## config.mk

```make
export PLATFORM = sky130hd
export DESIGN_NAME = mem_arbiter
export DESIGN_NICKNAME = d
export VERILOG_FILES = /design/src/rtl/mem_pkg.sv /design/src/rtl/rr_pick2.sv /design/src/rtl/mem_arbiter.sv
export SDC_FILE = /design/constraint.sdc
export NUM_CORES = 1
export LEC_CHECK = 0
export CAP_MARGIN = 20
export CORE_ASPECT_RATIO = 0.75
export CORE_UTILIZATION = 42
export CTS_BUF_LIST = sky130_fd_sc_hd__clkbuf_8
export CTS_CLUSTER_DIAMETER = 50
export DETAILED_ROUTE_END_ITERATION = 8
export GPL_TIMING_DRIVEN = 0
export PLACE_DENSITY = 0.82
export SYNTH_ARGS = -nofsm -noshare
export SYNTH_HDL_FRONTEND = slang
export SYNTH_SLANG_ARGS = --single-unit
```

## constraint.sdc

```tcl
create_clock -name clki -period 2.2 [get_ports clki]
set_input_delay 0.55 -clock clki [delete_from_list [all_inputs] [get_ports clki]]
set_output_delay 0.55 -clock clki [all_outputs]
set_load 0.005 [all_outputs]
```

## src/rtl/mem_pkg.sv

```systemverilog
// rtl/mem_pkg.sv - shared types and constants for the SDRAM command-port arbiter
package mem_pkg;

    typedef enum logic [1:0] {
        IDLE  = 2'd0,
        ISSUE = 2'd1,
        WAIT  = 2'd2
    } state_t;

    localparam int PORT_CPU = 0;
    localparam int PORT_DMA = 1;

    localparam int AW_DEF = 24;
    localparam int DW_DEF = 16;

endpackage

```

## src/rtl/rr_pick2.sv

```systemverilog
// rtl/rr_pick2.sv - combinational two-way round-robin picker
module rr_pick2
    import mem_pkg::*;
(
    input  logic [1:0] req,
    input  logic       last,
    output logic       sel,
    output logic       valid
);

    always_comb begin
        valid = |req;
        sel   = 1'(PORT_CPU);
        // On a tie the port that was not served last wins
        if (req == 2'b11) begin
            sel = ~last;
        end else if (req[PORT_DMA]) begin
            sel = 1'(PORT_DMA);
        end
    end

endmodule

```

## src/rtl/mem_arbiter.sv

```systemverilog
// rtl/mem_arbiter.sv - two-port arbiter and sequencer for the SDRAM controller command port
module mem_arbiter
    import mem_pkg::*;
#(
    parameter int AW      = AW_DEF,
    parameter int DW      = DW_DEF,
    parameter int TIMEOUT = 1023
) (
    input  logic          clki,
    input  logic          rst_n,
    input  logic [1:0]    req,
    input  logic [1:0]    we,
    input  logic [AW-1:0] addr0,
    input  logic [AW-1:0] addr1,
    input  logic [DW-1:0] wdata0,
    input  logic [DW-1:0] wdata1,
    output logic [1:0]    gnt,
    output logic [1:0]    done,
    output logic [1:0]    err,
    output logic [DW-1:0] rdata,
    output logic [AW-1:0] sd_addr,
    output logic [DW-1:0] sd_wdata,
    output logic          sd_read,
    output logic          sd_write,
    input  logic [DW-1:0] sd_rdata,
    input  logic          sd_busy,
    input  logic          sd_ready
);

    localparam int CW = $clog2(TIMEOUT + 1);
    localparam logic [CW-1:0] CNT_MAX = CW'(TIMEOUT);

    state_t        state_q, state_d;
    logic          sel_q, sel_d;
    logic          we_q, we_d;
    logic          last_q, last_d;
    logic [AW-1:0] addr_q, addr_d;
    logic [DW-1:0] wdata_q, wdata_d;
    logic [DW-1:0] rdata_q, rdata_d;
    logic [CW-1:0] cnt_q, cnt_d;
    logic [1:0]    gnt_q, gnt_d;
    logic [1:0]    done_q, done_d;
    logic [1:0]    err_q, err_d;

    logic          pick_sel;
    logic          pick_valid;
    logic          complete;

    rr_pick2 u_pick (
        .req   (req),
        .last  (last_q),
        .sel   (pick_sel),
        .valid (pick_valid)
    );

    // A ready seen in the first WAIT cycle may be left over from the previous access
    assign complete = (cnt_q != '0) && sd_ready && !sd_busy;

    always_comb begin
        state_d = state_q;
        sel_d   = sel_q;
        we_d    = we_q;
        last_d  = last_q;
        addr_d  = addr_q;
        wdata_d = wdata_q;
        rdata_d = rdata_q;
        cnt_d   = cnt_q;
        gnt_d   = '0;
        done_d  = '0;
        err_d   = '0;

        case (state_q)
            IDLE: begin
                if (pick_valid) begin
                    sel_d          = pick_sel;
                    we_d           = we[pick_sel];
                    addr_d         = pick_sel ? addr1 : addr0;
                    wdata_d        = pick_sel ? wdata1 : wdata0;
                    last_d         = pick_sel;
                    gnt_d[pick_sel] = 1'b1;
                    state_d        = ISSUE;
                end
            end
            ISSUE: begin
                if (!sd_busy) begin
                    cnt_d   = '0;
                    state_d = WAIT;
                end
            end
            WAIT: begin
                cnt_d = (cnt_q == CNT_MAX) ? cnt_q : cnt_q + 1'b1;
                if (complete) begin
                    if (!we_q) begin
                        rdata_d = sd_rdata;
                    end
                    done_d[sel_q] = 1'b1;
                    state_d       = IDLE;
                end else if (cnt_q == CNT_MAX) begin
                    rdata_d       = '0;
                    done_d[sel_q] = 1'b1;
                    err_d[sel_q]  = 1'b1;
                    state_d       = IDLE;
                end
            end
            default: begin
                state_d = IDLE;
            end
        endcase
    end

    always_ff @(posedge clki or negedge rst_n) begin
        if (!rst_n) begin
            state_q <= IDLE;
            sel_q   <= 1'b0;
            we_q    <= 1'b0;
            last_q  <= 1'b1;
            addr_q  <= '0;
            wdata_q <= '0;
            rdata_q <= '0;
            cnt_q   <= '0;
            gnt_q   <= '0;
            done_q  <= '0;
            err_q   <= '0;
        end else begin
            state_q <= state_d;
            sel_q   <= sel_d;
            we_q    <= we_d;
            last_q  <= last_d;
            addr_q  <= addr_d;
            wdata_q <= wdata_d;
            rdata_q <= rdata_d;
            cnt_q   <= cnt_d;
            gnt_q   <= gnt_d;
            done_q  <= done_d;
            err_q   <= err_d;
        end
    end

    // Strobes decode straight from state so an asynchronous reset drops them at once
    assign sd_read  = (state_q == ISSUE) && !we_q;
    assign sd_write = (state_q == ISSUE) &&  we_q;

    assign gnt      = gnt_q;
    assign done     = done_q;
    assign err      = err_q;
    assign rdata    = rdata_q;
    assign sd_addr  = addr_q;
    assign sd_wdata = wdata_q;

endmodule

```

==> results of run 1 <==
## sequential cells by signal (all words and copies together) (netlist names)
name	cells
we_q	1
sd_addr	24
sel_q	1
cnt_q	10
last_q	1
sd_wdata	16
rdata	16
err	2
gnt	2
state_q	2
done	2
## routing by layer
| layer | up-vias | part of all wire [%] |
|---|---|---|
| met3 | 15 | 9.6 |
| li1 | 1558 | - |
| met4 | 0 | 1.4 |
| met2 | 167 | 46 |
| met5 | - | 0 |
| met1 | 1571 | 43 |
## what timing repair did
item                                    CTS  global route
endpoints found under the setup margin   21            38
pin swaps                                 0             0
gates resized for setup                   8            12
hold endpoints to repair                  0             0
buffers inserted                          0             4
## cells in the mapped netlist, types with 2 or more instances
cell,instances
dfrtp_1,76
nand2_1,70
o2bb2ai_1,16
nor3_1,3
or4_1,3
and3_1,2
clkbuf_1,13
nand3_1,5
a31o_2,2
buf_2,6
a21o_1,3
inv_1,6
o31ai_1,2
a21oi_1,5
o211ai_1,2
mux2i_1,19
a22oi_1,37
ha_1,2
nand2b_1,3
o21ai_0,23
nor2_1,10
nor4b_1,3
## layout make-up
type	instances	area share [%]
multi-input cells	229	25.9
clock buffers	9	2.21
clock inverters	7	2.06
well taps	105	2.35
plain buffers	19	1.90
flip-flops and latches	77	34.5
inverters	6	0.402
repair buffers	172	30.7
## power by group
part | total [mW] | leakage (nW) | switching [mW] | internal (mW)
logic | 3.00 | 1.35 | 1.28 | 1.72
registers | 2.47 | 0.959 | 0.437 | 2.03
clock network | 1.24 | 0.121 | 0.493 | 0.749
total | 6.71 | 2.43 | 2.21 | 4.50
## kinds of logic after synthesis
family | count (synthesis) | synth area share (%)
AND/OR/NAND/NOR | 111 | 15.0
AO/OA/AOI/OAI | 95 | 19.3
flip-flops | 77 | 55.4
buffers and inverters | 27 | 3.67
multiplexers | 19 | 5.46
XOR/XNOR | 2 | 0.503
adder cells (fa/ha/maj) | 2 | 0.719
## through the flow
stage          instance area [sq um]  setup slack, ns  utilization [%]  power (mW)
2_1_floorplan                   3480            0.440                -        3.65
3_3_place_gp                    5290            -2.00             66.5        5.27
3_5_place_dp                    5300           -0.398             66.7        5.38
4_1_cts                         5560          -0.0103             70.0        6.68
5_1_grt                         5600         -0.00807             70.4        7.19
6_report                        5600           0.0718             70.4        6.71
## path summary, 6_finish.rpt
check                       startpoint  depth (start not counted)  slack, ns          end
max                         state_q[1]                          3       0.07      sd_read
min                              rst_n                          1       0.18     rdata[5]
max reg2reg                   cnt_q[0]                          6       0.26       err[0]
min reg2reg                sd_addr[12]                          2       0.47  sd_addr[12]
max in group asynchronous        rst_n                          2       1.45         we_q
min in group clki          sd_addr[12]                          2       0.47  sd_addr[12]
==> summary.md, run 1 <==
| Metric | Value |
|---|---|
| Status | `finished, final reports clean` |
| CTS tree | `done` |
| Area leader, netlist | `dfrtp_1` |
| Crit-path cells | `nand2b_1 > nor2_1 > clkdlybuf4s50_1` |
| Kind of critical path | `reg -> out` |
| Drt pass-1 iters | `4` |
| Drt via density | `5.31` |
| Total of max-cap violations | `0` |
| CTS Buffer Depth | `2` |
| Period utilisation layout | `96.7%` |
| Sequential share of the synthesized area | `55.4%` |
| #FFs+latches synth | `between 70 and 80` |
| Commonest non-fill, non-tap cell in the layout | `clkdlybuf4s50_1` |
| Relative slew margins | `between 50% and 60%` |
| Die Y-Extent | `80.9 microns` |
| Delay-heaviest family, CP | `buffers and inverters` |
| Synth async-reset ratio | `100%` |
| Full die area | `a little under 9000 sq um` |
| Fin crit period | `around 2.1 ns` |
| Clock skew | `around 0.0094 ns` |
| Yosys warns | `0` |
| Gr usage total | `between 20% and 30%` |
| Die X | `~110 microns` |
| Rows | `28` |
| Met2 GRT Util | `roughly 37%` |
| Slowest CP cell | `clkdlybuf4s50_1` |
| Placed cell count | `just over 600` |
| # diodes | `0` |
| Root Buffer | `clkbuf_8` |
| Worst path arrival time | `~1.6 ns` |
| Io pins | `about 170` |
| Max Fclk | `between 400 and 500 MHz` |
| Final Hold Viols | `0` |
| Htree depth | `3` |
| Startpoint Class | `flop` |
| Gate Count Post-Synth | `roughly 330` |
| M3 GR Usage | `7.14%` |
| Initial Util | `43.8%` |
| Worst Setup End Kind | `primary output` |
| Initial drt markers | `246` |
| # setup viols final | `0` |
| # port buffers | `167` |
| Hold slack | `~0.18 ns` |
| Synth unique cells | `between 40 and 50` |
| CP max stage delay | `0.52 ns` |
| Main synth FF type | `dfrtp_1` |
| Leak | `2.43 nW` |
| Via count | `roughly 3300` |
| Max-slew violation count | `0` |
| Clock transition at path regs | `around 0.08 ns` |
| Avg WL per Cell | `approximately 16 microns` |
| Core area | `just under 8000 sq um` |
| Grt total ovfl | `0` |
| Clock Latency Late Sink | `between 0.3 and 0.4 ns` |
| Clock Sinks | `77` |
| Filler-free cell count of the finished design | `about 620` |
| Fillers | `just under 600` |
| EDFF count, synth | `0` |
| WP buf/inv | `1` |
| Routability cong. | `~0.86` |
| Final ANT Viol Nets | `0` |
| Clock buffer count from CTS | `9` |
| Crit-path max FO | `5` |
| Peak supply drop | `0.623 mV` |
| Drc violations | `0` |
| Area of the multi-input gates | `~1500 sq um` |
| Avg Synthesized Cell Area | `10.5 sq um` |
| Worst min path class | `in -> async` |
| Routed wire length | `between 9 and 10 mm` |
| Synth top area cells | `dfrtp_1, a22oi_1, nand2_1, mux2i_1, o2bb2ai_1` |
| Antenna violations before repair | `0` |
| Mapped Nets | `between 400 and 500` |
| Final setup TNS | `0 ns` |
| Nets | `620` |
| Commonest non-fill, non-tap cells in the layout | `clkdlybuf4s50_1, dfrtp_1, nand2_1` |
| Synth top area share | `54.6%` |
| Register area | `a little under 2000 sq um` |
| Vias in the first global route | `between 3000 and 4000` |
| Power Dens Cells | `1200 nW/um^2` |
| Met1 GRT Util | `a little under a third` |
| Share of layout cells above drive strength 1 | `between 9 and 10%` |
| Global-route wire length before repair | `15.4 mm` |
| GRT Max-Usage Layer | `met2` |
| DP Wirelength | `around 7.3 mm` |
| Largest net degree at the start of global routing | `40` |
| Mapped Area | `3480 sq um` |
| Layout area overhead | `60.8%` |
| Critical Path RT | `approximately 1.7 ns` |
| Hold Buf Count CTS | `0` |
| Tightest Pin Transition | `0.642 ns` |
Note: power is estimated with default switching activity, not from simulation.
==> run 2: changes to the inputs <==
--- a/config.mk
+++ b/config.mk
@@ -13,6 +13,7 @@
 export DETAILED_ROUTE_END_ITERATION = 8
 export GPL_TIMING_DRIVEN = 0
 export PLACE_DENSITY = 0.82
+export REMOVE_ABC_BUFFERS = 1
 export SYNTH_ARGS = -nofsm -noshare
 export SYNTH_HDL_FRONTEND = slang
 export SYNTH_SLANG_ARGS = --single-unit
==> run 2 against run 1 <==
Critical path depth shrank 1. Routed wire length shrank 5.1%. Design area shrank 0.22%. Clock-buffer cell count is the same. Clock power shrank 10%. Sequential share of layout area grew 0.12 points. Register-to-register slack lost 0.09 ns. Largest power group unchanged. Fmax is essentially flat. Critical path type unchanged. Sequential cell count is the same. Sequential power shrank 2%.
==> summary.md, run 2 (synthesis gave the netlist of run 1 again) <==
| Metric | Value |
|---|---|
| Status | `finished, final reports clean` |
| Final Hold Viols | `0` |
| RSZ-0062 raised after global routing | `false` |
| Nets | `a little over 600` |
| DP Wirelength | `approximately 6.6 mm` |
| Commonest non-fill, non-tap cell in the layout | `clkdlybuf4s50_1` |
| Final setup TNS | `0 ns` |
| GRT Max-Usage Layer | `met2` |
| Slowest CP cell | `dfrtp_4` |
| Fin crit period | `~2.1 ns` |
| Routed wire length | `around 9 mm` |
| Htree depth | `3` |
| Clock Sinks | `77` |
| Final ANT Viol Nets | `0` |
| Period utilisation layout | `between 90% and 100%` |
| Worst Reg-to-Reg Cells | `6` |
| Root Buffer | `clkbuf_8` |
| Worst R2R Start | `cnt_q[0]` |
| # port buffers | `approximately 170` |
| # diodes | `0` |
| Met1 GRT Util | `between 20% and 30%` |
| Drt pass-1 iters | `4` |
| Via count | `roughly 3200` |
| Worst Setup End Kind | `primary output` |
| Kind of critical path | `reg -> out` |
| Grt total ovfl | `0` |
| Worst path arrival time | `between 1.5 and 2 ns` |
| Filler-free cell count of the finished design | `between 600 and 700` |
| M3 GR Usage | `between 7 and 8%` |
| Layout area overhead | `60.5%` |
| Startpoint Class | `flop` |
| Avg WL per Cell | `between 15 and 20 microns` |
| Initial drt markers | `between 90 and 100` |
| CP startpoint | `we_q` |
| Critical Path RT | `between 1.5 and 2 ns` |
| WP buf/inv | `1` |
| Peak supply drop | `between 0.5 and 0.6 mV` |
| Tightest Pin Transition | `~0.65 ns` |
| Core area | `7950 sq um` |
| Vias in the first global route | `3052` |
| Max FFs per register | `24` |
| Crit-path cells | `nor2_1 > clkdlybuf4s50_1` |
| Routability cong. | `around 0.83` |
| CTS tree | `done` |
| Crit-path max FO | `12` |
| Initial Util | `approximately 44%` |
| Met2 GRT Util | `between 30% and 40%` |
| Design area | `5590 sq um` |
| Clock Latency Late Sink | `0.36 ns` |
| Global-route wire length before repair | `14.4 mm` |
| Clock transition at path regs | `0.09 ns` |
| Io pins | `168` |
| Drc violations | `0` |
| # setup viols final | `0` |
| Placed cell count | `around 590` |
| Full die area | `about 8700 sq um` |
| Drt via density | `between 5 and 6` |
| Hold Buf Count CTS | `0` |
| Max-slew violation count | `0` |
| Rows | `28` |
| Leak | `between 2 and 2.5 nW` |
| Total of max-cap violations | `0` |
| Largest net degree at the start of global routing | `54` |
| Clock buffer count from CTS | `9` |
| Share of layout cells above drive strength 1 | `9.47%` |
| Power Dens Cells | `about 1200 nW/um^2` |
| Gr usage total | `21.5%` |
| CTS Buffer Depth | `2` |
| R2r endpoint | `rdata[12]` |
| Delay-heaviest family, CP | `flip-flops` |
| Antenna violations before repair | `0` |
| Die Y-Extent | `between 80 and 90 microns` |
| Area after DPL | `about 5300 sq um` |
| CP max stage delay | `roughly 0.57 ns` |
| R2R setup slack | `between 0.15 and 0.2 ns` |
| Max Fclk | `470 MHz` |
| Relative slew margins | `between 50% and 60%` |
| Clock skew | `0.0110 ns` |
| Commonest non-fill, non-tap cells in the layout | `clkdlybuf4s50_1, dfrtp_1, nand2_1` |
| Die X | `~110 microns` |
| Worst min path class | `in -> async` |
[run 2: cell types whose count changed in the layout (fill, tap and decap cells not counted), sizes merged]
cell	previous run	this run
bufinv	3	1
nor3b	2	3
inv	7	10
buf	15	12
clkbuf	19	9
clkinv	2	1
[run 2: final cells by class]
type	count	area, sq um
clock buffer	9	124
clock inverter	7	80.1
fill	626	2360
inverter	6	22.5
multi-input combinational	230	1490
sequential	77	1930
tap	105	131
timing repair buffer	178	1810
[run 2: layer usage]
metal | part of all wire (%) | routed length, microns
met5 | 0 | 0
met4 | 0.94 | 87
met3 | 8.4 | 777
met2 | 50 | 4600
met1 | 41 | 3800
[run 2: how the worst max path moves through the flow]
stage	end	slack, ns	cells past startpoint
2_1_floorplan	sd_addr[10]	-1.17	4
3_3_place_gp	sd_addr[20]	-2.69	5
3_5_place_dp	sd_addr[11]	-0.67	5
4_1_cts	sd_read	0.008	2
5_1_grt	sd_write	0.008	3
6_report	sd_read	0.07	2
[run 2: report_power, final]
group / switching [mW] / internal (mW)
registers: 0.401 / 2.03
logic: 1.27 / 1.77
clock network: 0.568 / 0.542
[run 2: metrics by stage]
step	total power [mW]	worst slack [ns]	hold WS (ns)	utilization [%]
3_5_place_dp	5.32	-0.670	0.455	66.1
2_1_floorplan	3.58	-1.17	0.254	-
5_1_grt	7.04	0.00765	0.157	70.3
4_1_cts	6.57	0.00779	0.141	69.7
3_3_place_gp	5.16	-2.69	0.449	65.1
6_report	6.58	0.0716	0.136	70.3
[run 2: what timing repair did]
| item | in CTS | in global routing |
|---|---|---|
| gates resized for setup | 8 | 2 |
| cloned | 1 | 0 |
| buffers inserted | 4 | 3 |
| endpoints found under the hold margin | 0 | 0 |
| endpoints found under the setup margin | 45 | 27 |
==> run 3: changes to the inputs <==
--- a/config.mk
+++ b/config.mk
@@ -7,12 +7,13 @@
 export LEC_CHECK = 0
 export CAP_MARGIN = 20
 export CORE_ASPECT_RATIO = 0.75
-export CORE_UTILIZATION = 42
+export CORE_UTILIZATION = 45
 export CTS_BUF_LIST = sky130_fd_sc_hd__clkbuf_8
 export CTS_CLUSTER_DIAMETER = 50
 export DETAILED_ROUTE_END_ITERATION = 8
+export GPL_ROUTABILITY_DRIVEN = 0
 export GPL_TIMING_DRIVEN = 0
-export PLACE_DENSITY = 0.82
+export PLACE_DENSITY = 0.88
 export REMOVE_ABC_BUFFERS = 1
 export SYNTH_ARGS = -nofsm -noshare
 export SYNTH_HDL_FRONTEND = slang
==> constraint.sdc (replaced) <==
create_clock -name clki -period 2.7 [get_ports clki]
set_input_delay 0.675 -clock clki [delete_from_list [all_inputs] [get_ports clki]]
set_output_delay 0.675 -clock clki [all_outputs]
set_load 0.005 [all_outputs]
==> run 3 against run 2 <==
Non-clock buffer count fell by 5. Sequential cell count did not move. Largest power group unchanged. Combinational power fell by 23%. Power fell by 17%. Clock power barely moved. Core utilization rose by 4.6 points. Hold slack improved by 0.11 ns. Cell count fell by 1.8%. Routed wire length rose by 2.8%. Via count rose by 0.98%. Clock-buffer cell count rose by 1. Critical path type unchanged.
==> summary.md, run 3 (synthesis gave the netlist of run 1 again) <==
| Metric | Value |
|---|---|
| Post-CTS setup buffer count | `0` |
| DP Wirelength | `7.14 mm` |
| Largest net degree at the start of global routing | `60` |
| Crit-path cells | `and2_1 > clkdlybuf4s50_1` |
| RSZ-0062 raised after global routing | `false` |
| Layout area overhead | `59.1%` |
| Worst path arrival time | `between 1.5 and 2 ns` |
| Global-route wire length before repair | `roughly 15 mm` |
| Root Buffer | `clkbuf_8` |
| Avg WL per Cell | `about 16 microns` |
| Routed length on met2 | `4.81 mm` |
| Die Y-Extent | `78.2 microns` |
| Area of the multi-input gates | `approximately 1400 sq um` |
| Total of max-cap violations | `0` |
| Kind of critical path | `reg -> out` |
| Slowest CP cell | `dfrtp_1` |
| Top routing layer in use | `met4` |
| CTS Buffer Depth | `2` |
| R2R setup slack | `about 0.44 ns` |
| Fillers | `a little over 500` |
| Commonest non-fill, non-tap cells in the layout | `clkdlybuf4s50_1, dfrtp_1, nand2_1` |
| Register area | `between 1500 and 2000 sq um` |
| Io pins | `about 170` |
| Setup WS pre-CTS | `-0.244 ns` |
| Crit-path max FO | `21` |
| Worst R2R Start | `state_q[0]` |
| CP max stage delay | `0.78 ns` |
| Share of layout cells above drive strength 1 | `roughly 6.8%` |
| # setup viols final | `0` |
| Delay-heaviest family, CP | `flip-flops` |
| Period utilisation layout | `between 90% and 100%` |
| Initial drt markers | `between 100 and 150` |
| Worst Setup End Kind | `primary output` |
| Grt total ovfl | `0` |
| Max-slew violation count | `0` |
| Fin crit period | `between 2 and 3 ns` |
| Vias in the first global route | `approximately 3200` |
| Die X | `a little over 100 microns` |
| Met3 wire len | `between 700 and 800 microns` |
| Clock Sinks | `77` |
| Clock skew | `~0.0076 ns` |
| Initial Util | `between 40 and 50%` |
| Full die area | `8100 sq um` |
| Drt pass-1 iters | `4` |
| Gr usage total | `around 24%` |
| Met1 wire length | `between 3 and 4 mm` |
| R2r endpoint | `rdata[5]` |
| Nets | `~600` |
| Core area | `7400 sq um` |
| Commonest non-fill, non-tap cell in the layout | `clkdlybuf4s50_1` |
| Worst min path class | `in -> async` |
| # diodes | `0` |
| Clock transition at path regs | `0.08 ns` |
| CTS tree | `done` |
| WP buf/inv | `1` |
| Status | `finished, final reports clean` |
| Max FFs per register | `24` |
| Relative slew margins | `just under 30%` |
| Leak | `2.39 nW` |
| Final Hold Viols | `0` |
| Worst Reg-to-Reg Cells | `4` |
| Clock Latency Late Sink | `0.35 ns` |
| Power Dens Cells | `approximately 990 nW/um^2` |
| Max Fclk | `between 300 and 400 MHz` |
| Rows | `27` |
| Setup ws final | `between 0.15 and 0.2 ns` |
| Routed wire length | `roughly 9.5 mm` |
| Startpoint Class | `flop` |
| Antenna violations before repair | `0` |
| # port buffers | `approximately 170` |
| Drc violations | `0` |
| Critical Path RT | `around 2.0 ns` |
| Via count | `approximately 3200` |
| Htree depth | `3` |
| Final ANT Viol Nets | `0` |
| Peak supply drop | `between 0.4 and 0.5 mV` |
| Final core utilization | `around three quarters` |
| Clock buffer count from CTS | `9` |
| Tightest Pin Transition | `between 1 and 1.5 ns` |
| Drt via density | `about 5.3` |
run 3: cell count changes in the layout (fill, tap and decap cells not counted), moves of 2 or more:
cell / delta
inv_6: -3
buf_4: -4
dfrtp_1: +3
bufinv_16: +3
dfrtp_2: -2
buf_12: -3
run 3: worst max-delay path by stage:
stage               startpoint           to  cells past startpoint
floorplan               req[0]  sd_addr[10]                      4
global placement        req[0]   sd_addr[8]                      5
detailed placement      req[1]   sd_addr[8]                      6
CTS                     req[1]   sd_addr[8]                      6
global route              we_q     sd_write                      2
finish                    we_q     sd_write                      2
run 3: per-layer routing:
metal / GRT usage (%) / up-vias
li1: - / 1532
met5: 0 / -
met1: 27.1 / 1519
met4: 6.67 / 0
met2: 43.6 / 140
met3: 8.55 / 14
run 3: cell type report:
cell class | instances | area share, %
Multi-Input combinational cell | 229 | 26.1
Timing Repair Buffer | 173 | 31.7
Clock buffer | 10 | 2.48
Tap cell | 101 | 2.28
Clock inverter | 5 | 2.24
Sequential cell | 77 | 34.8
Inverter | 6 | 0.407
run 3: repair_timing:
item / in CTS / in global routing
gates resized for setup: 0 / 1
endpoints found under the setup margin: 0 / 1
hold buffers: 0 / 0
run 3: per-stage QoR:
stage / instances / hold slack (ns) / cell area (sq um) / TNS [ns] / power (mW)
detailed placement: 586 / 0.456 / 5270 / -3.68 / 4.38
finish: 601 / 0.242 / 5540 / 0 / 5.48
global placement: 580 / 0.448 / 5170 / -210.45 / 4.21
global route: 601 / 0.264 / 5540 / 0 / 5.83
CTS: 601 / 0.246 / 5530 / 0 / 5.53
floorplan: 312 / 0.379 / 3380 / -19.85 / 2.92
run 3: where the power goes:
group          switching, mW  leakage, nW  internal, mW
clock                  0.405        0.134         0.725
combinational          0.969         1.29          1.36
sequential             0.367        0.963          1.65
total                   1.74         2.39          3.74
